==> src/rtl/sa_pkg.sv <==
// Shared types and defaults for the systolic-array processing elements.
package sa_pkg;

  typedef enum logic [1:0] {
    IDLE  = 2'd0,
    MAC   = 2'd1,
    DRAIN = 2'd2
  } state_e;

  localparam int DEF_DATA_W = 8;
  localparam int DEF_ACC_W  = 20;
  localparam int DEF_ROWS   = 16;

  // The accumulator must hold at least one full-width product.
  function automatic bit acc_w_ok(input int data_w, input int acc_w);
    return acc_w >= 2 * data_w;
  endfunction

endpackage

==> src/rtl/sa_mac_sat.sv <==
// Combinational multiply-accumulate step with signed/unsigned operands and
// optional saturation of the accumulator range.
module sa_mac_sat
  import sa_pkg::*;
#(
  parameter int DATA_W = DEF_DATA_W,
  parameter int ACC_W  = DEF_ACC_W
) (
  input  logic [DATA_W-1:0] i_a,
  input  logic [DATA_W-1:0] i_b,
  input  logic [ACC_W-1:0]  i_acc,
  input  logic              i_mode_signed,
  input  logic              i_sat_en,
  output logic [ACC_W-1:0]  o_sum,
  output logic              o_ovf
);

  localparam int PW  = 2 * DATA_W;
  localparam int EXT = ACC_W + 1 - PW;

  logic [PW-1:0]  w_a_ext;
  logic [PW-1:0]  w_b_ext;
  logic [PW-1:0]  w_prod;
  logic [ACC_W:0] w_prod_ext;
  logic [ACC_W:0] w_acc_ext;
  logic [ACC_W:0] w_sum;

  // Low PW bits of the product of extended operands equal the true product in either mode.
  assign w_a_ext    = {{DATA_W{i_mode_signed & i_a[DATA_W-1]}}, i_a};
  assign w_b_ext    = {{DATA_W{i_mode_signed & i_b[DATA_W-1]}}, i_b};
  assign w_prod     = w_a_ext * w_b_ext;
  assign w_prod_ext = {{EXT{i_mode_signed & w_prod[PW-1]}}, w_prod};
  assign w_acc_ext  = {i_mode_signed & i_acc[ACC_W-1], i_acc};
  assign w_sum      = w_acc_ext + w_prod_ext;

  // Range check on the widened sum, then clamp or wrap.
  always_comb begin
    o_sum = w_sum[ACC_W-1:0];
    if (i_mode_signed) begin
      o_ovf = w_sum[ACC_W] ^ w_sum[ACC_W-1];
    end else begin
      o_ovf = w_sum[ACC_W];
    end
    if (o_ovf && i_sat_en) begin
      if (!i_mode_signed) begin
        o_sum = {ACC_W{1'b1}};
      end else if (w_sum[ACC_W]) begin
        o_sum = {1'b1, {(ACC_W-1){1'b0}}};
      end else begin
        o_sum = {1'b0, {(ACC_W-1){1'b1}}};
      end
    end else begin
      o_sum = w_sum[ACC_W-1:0];
    end
  end

endmodule

==> src/rtl/sa_pe_last_row_p.sv <==
// Bottom-row output-stationary PE: accumulates operand pairs, forwards the row
// operand, and drains its own sum plus ROWS-1 sums from above over valid/ready.
module sa_pe_last_row_p
  import sa_pkg::*;
#(
  parameter int DATA_W = DEF_DATA_W,
  parameter int ACC_W  = DEF_ACC_W,
  parameter int ROWS   = DEF_ROWS
) (
  input  logic              clk,
  input  logic              rst,
  input  logic              sync_clr,
  input  logic              mode_signed,
  input  logic              sat_en,
  input  logic [DATA_W-1:0] a_in,
  input  logic [DATA_W-1:0] b_in,
  input  logic              in_valid,
  input  logic              in_last,
  output logic [DATA_W-1:0] a_out,
  output logic              a_out_valid,
  input  logic [ACC_W-1:0]  psum_in,
  input  logic              psum_in_valid,
  output logic              psum_in_ready,
  output logic [ACC_W-1:0]  psum_out,
  output logic              psum_out_valid,
  input  logic              psum_out_ready,
  output logic              busy,
  output logic              ovf
);

  localparam int CNT_W = $clog2(ROWS + 1);
  localparam logic [CNT_W-1:0] ROWS_C = CNT_W'(ROWS);

  if (!acc_w_ok(DATA_W, ACC_W)) begin : g_acc_w_chk
    $error("ACC_W must be at least 2*DATA_W");
  end
  if (ROWS < 1) begin : g_rows_chk
    $error("ROWS must be at least 1");
  end

  state_e            r_state,          w_state_nxt;
  logic [ACC_W-1:0]  r_acc,            w_acc_nxt;
  logic [CNT_W-1:0]  r_loaded,         w_loaded_nxt;
  logic              r_ovf,            w_ovf_nxt;
  logic [ACC_W-1:0]  r_psum_out,       w_psum_out_nxt;
  logic              r_psum_out_valid, w_psum_out_valid_nxt;
  logic [DATA_W-1:0] r_a_out,          w_a_out_nxt;
  logic              r_a_out_valid,    w_a_out_valid_nxt;
  logic              r_busy,           w_busy_nxt;

  logic [ACC_W-1:0]  w_mac_sum;
  logic              w_mac_ovf;
  logic              w_in_ready;
  logic              w_in_xfer;
  logic              w_out_xfer;

  sa_mac_sat #(
    .DATA_W (DATA_W),
    .ACC_W  (ACC_W)
  ) u_mac (
    .i_a           (a_in),
    .i_b           (b_in),
    .i_acc         (r_acc),
    .i_mode_signed (mode_signed),
    .i_sat_en      (sat_en),
    .o_sum         (w_mac_sum),
    .o_ovf         (w_mac_ovf)
  );

  assign w_in_ready = (r_state == DRAIN) && (r_loaded < ROWS_C) &&
                      (!r_psum_out_valid || psum_out_ready);
  assign w_in_xfer  = psum_in_valid && w_in_ready;
  assign w_out_xfer = r_psum_out_valid && psum_out_ready;

  // Next-state and datapath decisions for accumulate, load and drain.
  always_comb begin
    w_state_nxt          = r_state;
    w_acc_nxt            = r_acc;
    w_loaded_nxt         = r_loaded;
    w_ovf_nxt            = r_ovf;
    w_psum_out_nxt       = r_psum_out;
    w_psum_out_valid_nxt = r_psum_out_valid;
    w_a_out_nxt          = r_a_out;
    w_a_out_valid_nxt    = 1'b0;
    if (sync_clr) begin
      w_state_nxt          = IDLE;
      w_acc_nxt            = {ACC_W{1'b0}};
      w_loaded_nxt         = {CNT_W{1'b0}};
      w_ovf_nxt            = 1'b0;
      w_psum_out_valid_nxt = 1'b0;
    end else begin
      case (r_state)
        IDLE, MAC: begin
          w_a_out_nxt       = a_in;
          w_a_out_valid_nxt = in_valid;
          if (in_valid) begin
            w_acc_nxt = w_mac_sum;
            w_ovf_nxt = r_ovf | w_mac_ovf;
            if (in_last) begin
              w_psum_out_nxt       = w_mac_sum;
              w_psum_out_valid_nxt = 1'b1;
              w_loaded_nxt         = CNT_W'(1);
              w_state_nxt          = DRAIN;
            end else begin
              w_state_nxt = MAC;
            end
          end else begin
            w_state_nxt = r_state;
          end
        end
        DRAIN: begin
          if (w_in_xfer) begin
            w_psum_out_nxt       = psum_in;
            w_psum_out_valid_nxt = 1'b1;
            w_loaded_nxt         = r_loaded + CNT_W'(1);
          end else if (w_out_xfer) begin
            w_psum_out_valid_nxt = 1'b0;
            // The last of the ROWS words just left: the tile is complete.
            if (r_loaded == ROWS_C) begin
              w_state_nxt  = IDLE;
              w_acc_nxt    = {ACC_W{1'b0}};
              w_loaded_nxt = {CNT_W{1'b0}};
              w_ovf_nxt    = 1'b0;
            end else begin
              w_state_nxt = DRAIN;
            end
          end else begin
            w_state_nxt = DRAIN;
          end
        end
        default: begin
          w_state_nxt = IDLE;
        end
      endcase
    end
    w_busy_nxt = (w_state_nxt == DRAIN);
  end

  // State and output registers.
  always_ff @(posedge clk or negedge rst) begin
    if (!rst) begin
      r_state          <= IDLE;
      r_acc            <= {ACC_W{1'b0}};
      r_loaded         <= {CNT_W{1'b0}};
      r_ovf            <= 1'b0;
      r_psum_out       <= {ACC_W{1'b0}};
      r_psum_out_valid <= 1'b0;
      r_a_out          <= {DATA_W{1'b0}};
      r_a_out_valid    <= 1'b0;
      r_busy           <= 1'b0;
    end else begin
      r_state          <= w_state_nxt;
      r_acc            <= w_acc_nxt;
      r_loaded         <= w_loaded_nxt;
      r_ovf            <= w_ovf_nxt;
      r_psum_out       <= w_psum_out_nxt;
      r_psum_out_valid <= w_psum_out_valid_nxt;
      r_a_out          <= w_a_out_nxt;
      r_a_out_valid    <= w_a_out_valid_nxt;
      r_busy           <= w_busy_nxt;
    end
  end

  assign a_out          = r_a_out;
  assign a_out_valid    = r_a_out_valid;
  assign psum_in_ready  = w_in_ready;
  assign psum_out       = r_psum_out;
  assign psum_out_valid = r_psum_out_valid;
  assign busy           = r_busy;
  assign ovf            = r_ovf;

endmodule

==> config.mk <==
export PLATFORM = sky130hd
export DESIGN_NAME = sa_pe_last_row_p
export DESIGN_NICKNAME = d
export VERILOG_FILES = /design/src/rtl/sa_pkg.sv /design/src/rtl/sa_mac_sat.sv /design/src/rtl/sa_pe_last_row_p.sv
export SDC_FILE = /design/constraint.sdc
export NUM_CORES = 1
export LEC_CHECK = 0
export BUFFER_PORTS_ARGS = -buffer_cell sky130_fd_sc_hd__buf_2
export CORE_ASPECT_RATIO = 0.5
export CORE_MARGIN = 4
export CORE_UTILIZATION = 60
export CTS_CLUSTER_SIZE = 40
export DETAILED_ROUTE_END_ITERATION = 10
export HOLD_SLACK_MARGIN = 0.06
export PLACE_DENSITY_LB_ADDON = 0.12
export SETUP_SLACK_MARGIN = 0.15
export SYNTH_ARGS = -nofsm -noshare
export SYNTH_HDL_FRONTEND = slang
export SYNTH_HIERARCHICAL = 1
export SYNTH_SLANG_ARGS = --single-unit
==> constraint.sdc <==
create_clock -name clk -period 5 [get_ports clk]
set_input_delay 0.75 -clock clk [delete_from_list [all_inputs] [get_ports clk]]
set_output_delay 0.75 -clock clk [all_outputs]
set_load 0.005 [all_outputs]
* Word level (Yosys, flattened, before mapping)
Cells that the tools add are included.
** Operators by class
- Add/sub/neg operators :: 2
- Multipliers :: 1
- $lt $le $gt $ge :: 1
- Eq/ne operators :: 14
- Muxes and demuxes :: 42
- Bitwise operators :: 7
- Reductions and logical operators :: 16
** Operator list (number)
- 20-bit 2-to-1 mux :: 11
- 20-bit one-hot mux with 2 select lines :: 2
- 5-bit 2-to-1 mux :: 6
- 21-bit adder :: 1
- 9-bit by 9-bit multiplier with 16-bit output :: 1
- 5-bit AND reduction :: 3
- 1-bit 2-to-1 mux :: 13
- 2-bit 2-to-1 mux :: 6
- 3-bit inequality test (second input constant) :: 4
- 5-bit one-hot mux with 2 select lines :: 1
- 2-bit inequality test (second input constant) :: 3
- 5-bit by 1-bit adder with 5-bit output (second input constant) :: 1
- 5-bit == test (second input constant) :: 1
- 1-bit logical AND :: 5
- 5-bit < comparator (second input constant) :: 1
- 1-bit AND :: 4
- 2-bit == test (second input constant) :: 2
- 4-bit by 3-bit inequality test with 1-bit output (second input constant) :: 1
- 4-bit inequality test (second input constant) :: 1
- 1-bit one-hot mux with 2 select lines :: 2
- 2-bit one-hot mux with 2 select lines :: 1
- 4-bit AND reduction :: 1
- 3-bit by 2-bit inequality test with 1-bit output (second input constant) :: 1
- 3-bit nonzero test :: 1
- 10 further kinds :: 10
** Storage, ports and cells
- Flip-flop bits (word level) :: 59
- Bits of input ports :: 45
- Output and inout bits :: 33

* Longest topological paths before layout
- Depth in word-level cells :: 11
- Depth in mapped cells :: 35

* By module
The synthesis kept the hierarchy.
** By module, submodules not included
- sa_mac_sat :: times used 1, cells each 459, area an instance 3960.0 µm²
- sa_pe_last_row_p :: times used 1, cells each 212, area an instance 2552.4 µm²

* Least setup slack after synthesis
Ideal clock, no wire load.
- Kind :: input port to flip-flop
- Start :: in mode_signed
- End :: reg r_acc[16]
- Library setup time :: 121 ps
- Arrival time :: 8080 ps
- Data required time :: 4879 ps
- Slack :: -3201 ps
- Stages on the path :: 30
- Buffers on the path :: 3
- Cell sequence :: clkbuf_1 nand2_1 or2_2 fa_1 fa_1 inv_1 fa_1 fa_1 inv_1 fa_1 inv_1 ha_1 o21a_1 o31a_1 o21a_1 or3_1 and2_1 ha_1 a21oi_1 o21ai_0 or3_1 o21ai_2 o21ai_1 a221oi_1 a31oi_2 o21a_2 buf_6 buf_12 a21o_1 a22o_1
** On the way
- Longest elaborated chain between the ends :: 11
- Elaborated cells between the ends (all ways) :: 15
- Those cells by class :: add/sub (1); mul (1); mux (7); bitwise (5); reduce/logical (1)
** Ends and longest elaborated chain
- from (decl) :: line sa_pe_last_row_p.sv:13 : input logic mode_signed,
- 1-bit AND, on equally long branches :: line sa_mac_sat.sv:29, sa_mac_sat.sv:30
- 9-bit by 9-bit multiplier with 16-bit output :: line sa_mac_sat.sv:31 : assign w_prod = w_a_ext * w_b_ext;
- 1-bit AND :: line sa_mac_sat.sv:32 : assign w_prod_ext = {{EXT{i_mode_signed & w_prod[PW-1]}}, w_prod};
- 21-bit adder :: line sa_mac_sat.sv:34 : assign w_sum = w_acc_ext + w_prod_ext;
- 1-bit XOR :: line sa_mac_sat.sv:40 : o_ovf = w_sum[ACC_W] ^ w_sum[ACC_W-1];
- 1-bit 2-to-1 mux :: line sa_mac_sat.sv:39 : if (i_mode_signed) begin
- 1-bit logical AND :: line sa_mac_sat.sv:44 : if (o_ovf && i_sat_en) begin
- 20-bit 2-to-1 mux * :: line sa_mac_sat.sv:44
- named net w_mac_sum[16] :: line sa_pe_last_row_p.sv:51 : logic [ACC_W-1:0] w_mac_sum;
- 20-bit 2-to-1 mux * :: line sa_pe_last_row_p.sv:96 : if (in_valid) begin
- 20-bit one-hot mux with 2 select lines * :: line sa_pe_last_row_p.sv:92 : case (r_state)
- 20-bit 2-to-1 mux * :: line sa_pe_last_row_p.sv:85 : if (sync_clr) begin
- to (signal assigned) :: line sa_pe_last_row_p.sv:143 : r_acc <= {ACC_W{1'b0}};
- to (signal assigned) :: line sa_pe_last_row_p.sv:153 : r_acc <= w_acc_nxt;
- to (decl) :: line sa_pe_last_row_p.sv:42 : logic [ACC_W-1:0] r_acc, w_acc_nxt;
Mark *: on every way through the listed nets, which the timed path passes. The rest lies on a longest branch. The select of a mux whose other input is x is not followed.
A chain may end at the register's enable or synchronous reset.

* Final worst setup path
- Start :: in b_in[3]
- End :: reg r_psum_out[3], in the netlist psum_out[3]
** On the way
- Longest elaborated chain between the ends :: 10
- Elaborated cells between the ends (all ways) :: 12
- Those cells by class :: add/sub (1); mul (1); mux (7); bitwise (2); reduce/logical (1)
** Ends and longest elaborated chain
- from (decl) :: line sa_pe_last_row_p.sv:16 : input logic [DATA_W-1:0] b_in,
- 9-bit by 9-bit multiplier with 16-bit output * :: line sa_mac_sat.sv:31
- 1-bit AND :: line sa_mac_sat.sv:32
- 21-bit adder * :: line sa_mac_sat.sv:34
- 1-bit XOR :: line sa_mac_sat.sv:40
- 1-bit 2-to-1 mux :: line sa_mac_sat.sv:39
- 1-bit logical AND :: line sa_mac_sat.sv:44
- 20-bit 2-to-1 mux * :: line sa_mac_sat.sv:44
- named net w_mac_sum[3] :: line sa_pe_last_row_p.sv:51
- 20-bit 2-to-1 mux * :: line sa_pe_last_row_p.sv:99 : if (in_last) begin
- 20-bit 2-to-1 mux * :: line sa_pe_last_row_p.sv:96
- 20-bit one-hot mux with 2 select lines * :: line sa_pe_last_row_p.sv:92
- to (signal assigned) :: line sa_pe_last_row_p.sv:146 : r_psum_out <= {ACC_W{1'b0}};
- to (signal assigned) :: line sa_pe_last_row_p.sv:156 : r_psum_out <= w_psum_out_nxt;
- to (decl) :: line sa_pe_last_row_p.sv:45 : logic [ACC_W-1:0] r_psum_out, w_psum_out_nxt;
Marked as above.

==> results.md <==
- Most common library cells after synthesis: inv_1 (86), fa_1 (64), nand2_1 (61)
- Diodes inserted: 0
- Max rail drop VDD: 0.000533 V
- Clock latency on the worst-skew pair: 330 ps
- Status: complete, but fails checks
- Layout overhead on the synthesized area: 30.3%
- Hold Worst Slack: 481 ps
- Reg2Reg Launch Point: r_acc[0]
- Type of destination of the critical path: flop
- HPWL after detailed placement: 12,800 microns
- Hold Fails Final Rpt: 0
- Top-area cell type share of the netlist area: 22.7%
- Count of mapped cells out of synthesis: 671
- Share of the yosys chip area belonging to registers: 22.7%
- Setup slack of the worst register-to-register path: 1160 ps
- Leak: 4.41 nW
- Initial cell density of the core: 62.8%
- Area of the mapped netlist: 6510 sq um
- Switching Share: 43.9%
- Fraction of final layout cells sized beyond drive strength 1: 33.7%
- Antenna Violating Nets Remaining: 0
- Ranking of synthesized cells by area: dfrtp_1 (23%), fa_1 (20%), ha_1 (9.8%)
- Clk pwr share: 10.8%
- Count of nets after finishing: 998
- Worst Setup SP: b_in[3]
- Ports placed on the boundary: 78
- DRC: 0
- Antenna violations before repair: 0
- Total routed wirelength: 18,400 microns
- Number of synthesis warnings: 6
- Part of the power in registers: 10.7%
- Clock root buffer master: clkbuf_16
- Startpoint class of the critical path: input pin
- Cell type contributing the most total cell area after synthesis: dfrtp_1
- Clock sink count: 59
- Area of all placed cells without fillers: 8490 sq um
- First-pass iteration count of the detailed router: 5
- Critical path class: input pin to flop
- Most used DFF post-synth: dfrtp_1
- Detailed router's first-iteration violation count: 554
- Via count: 5,754
- Overall power consumption: 0.00693 W
- Share of synthesized flip-flops with an asynchronous set or reset: 100%
- Net count after synthesis: 831
- Largest fanout on the critical path: 5
- Worst clock skew on the final layout: 7.89 ps
- Worst Path Arrival: 7520 ps
- Slowest cell on the critical path: fa_1
- Number of global-route vias before repair: 5,774
- Port Buffers: 77
- Clock transition at path regs: 60 ps
- Final Core Density: 81.8%
- Hold-fix buffer count after cts: 0
- EDFF count, synth: 0
- Distinct cell type count after synthesis: 68
- Post-synthesis average cell area: 9.71 sq um
- Routability congestion estimate from global placement: 0.927
- Site Rows: 26
- Pin count of the biggest net entering global routing: 60
- Count of final max-slew check failures: 0
- Core area: 10,400 sq um
- Setup crit end: psum_out[3]
- Most used standard cell by instance count after synthesis: inv_1
- # H-tree levels: 3
- Reg2reg end: psum_out[3]
- Crit share post-route: 146%
- Slew at the pin closest to its max-slew limit: 839 ps
- Worst-case headroom to the max-slew limit: 44.1%
- Cell area after placement: 7730 sq um
- Tot GR Track Use: 28.7%
- Die Width: 155 microns
- Internal Dissipation: 0.00389 W
- Routed wire per std cell: 18.7 microns
- Violated checks: negative setup slack
- Number of max-cap violations: 0
- TritonCTS clock tree: built
- Reg2reg path depth: 15
- Die ar.: 12,700 sq um
- Most prevalent standard cell on the critical path: fa_1
- Maximum clock path buffer count: 2
- Global-route wire length before repair: 28,800 microns
- P_sw: 0.00304 W
- GRT Residual Overflow: 0
- Req. time, crit path: 5210 ps
- Vias per Instance: 5.85
- Register bit count reported by yosys: 59
- Power share of the combinational group: 78.5%
- Total power divided by cell area: 817 nW/um^2
- Y dimension of the die: 81.7 microns
- Delay contributed by the slowest stage of the critical path: 550 ps
- Worst min-delay path class: flop to flop
- Total of endpoints with negative setup slack in the final report: 41
- Post-layout worst setup margin: -2310 ps
- Max Clk Rate: 137 MHz
- Final critical-path required period: 7310 ps
- TritonCTS Buffers: 9
- RSZ-0062 raised after global routing: yes
==> worst min-delay path by stage <==
stage | end | slack, ps | startpoint | cells past startpoint
after CTS | psum_out[4] | 480 | psum_out[4] | 2
after floorplan | a_out[0] | 450 | rst | 0
after global routing | psum_out[3] | 510 | psum_out[3] | 2
final | psum_out[4] | 480 | psum_out[4] | 2
after global placement | psum_out[3] | 460 | psum_out[3] | 2
after detailed placement | psum_out[4] | 470 | psum_out[4] | 2
==> worst max-delay path, delay by kind of cell <==
kind,cells,cell delay (ps)
fa+ha+maj,7,3060
mux,1,210
buf+inv,11,1110
xor+xnor,1,130
compound gates,12,1780
simple gates,2,490
==> area by class of cell <==
cell class	count	area (sq um)
inverter	86	323
timing repair buffer	181	1320
tap	140	175
multi-input combinational	501	4850
fill	609	1890
clock buffer	10	239
clock inverter	6	111
sequential	59	1480
==> layout by cell type, fill, tap and decap left out, types with 4 or more instances in the layout <==
master     instances
buf_4             97
inv_2              6
buf_6             11
ha_1              41
ha_4               6
a21oi_2            7
a21o_1            25
mux2_2             8
buf_2             65
o21ai_1           24
and2_1            35
xnor2_1           27
nand3_1            6
a21oi_1           22
mux2i_1           22
nand2_1           60
ha_2               4
and2_4             6
fa_2               8
inv_1             80
xor2_1             5
fa_1              56
o211ai_1           4
o21ai_0            6
dfrtp_1           59
o21bai_1           5
clkbuf_16         11
a22o_1            20
nor2_1            17
o21a_1             5
==> routing by layer <==
layer | track usage, % | share of wire, % | wire length (microns) | vias to the layer above
met3 | 5.89 | 9.4 | 1720 | 24
met5 | 0 | 0 | 0 | -
met1 | 42.3 | 44 | 8140 | 2831
met2 | 44.3 | 45 | 8360 | 297
li1 | - | - | - | 2602
met4 | 5.76 | 1.0 | 186 | 0
==> power groups by stage <==
stage / clock network, W / registers (W) / logic [W]
6_report: 0.000751 / 0.000739 / 0.00544
3_5_place_dp: 0 / 0.000729 / 0.00477
5_1_grt: 0.000780 / 0.000753 / 0.00587
3_3_place_gp: 0 / 0.000733 / 0.00463
4_1_cts: 0.000753 / 0.000730 / 0.00497
2_1_floorplan: 0 / 0.000713 / 0.00322
==> cell families after synthesis <==
logic type / Yosys count / share of synthesized area [%]
fa+ha+maj: 115 / 29.5
xor+xnor: 33 / 4.65
mux: 31 / 4.94
buf+inv: 112 / 7.45
simple gates: 170 / 14.2
compound gates: 151 / 16.6
flops: 59 / 22.7
==> per-stage QoR <==
step	instances	setup WS (ps)	setup TNS [ps]
6_report	983	-2310	-90420
5_1_grt	983	-2480	-97300
3_3_place_gp	956	-2610	-103800
4_1_cts	976	-2260	-87610
2_1_floorplan	671	-2410	-94800
3_5_place_dp	956	-2730	-107540
==> registers in the layout (all words and copies together), names as in the netlist <==
name and cells:
psum_out 20, ovf 1, a_out_valid 1, a_out 8
busy 1, r_state 2, r_acc 20, psum_out_valid 1
r_loaded 5
==> timing repair <==
item | 4_1_cts | 5_1_grt
gates cloned | 1 | 2
resized for setup | 35 | 38
setup buffers | 3 | 5
setup endpoints to repair | 41 | 41
pin swaps | 14 | 33
No activity file was read; power rests on OpenSTA's default activity.
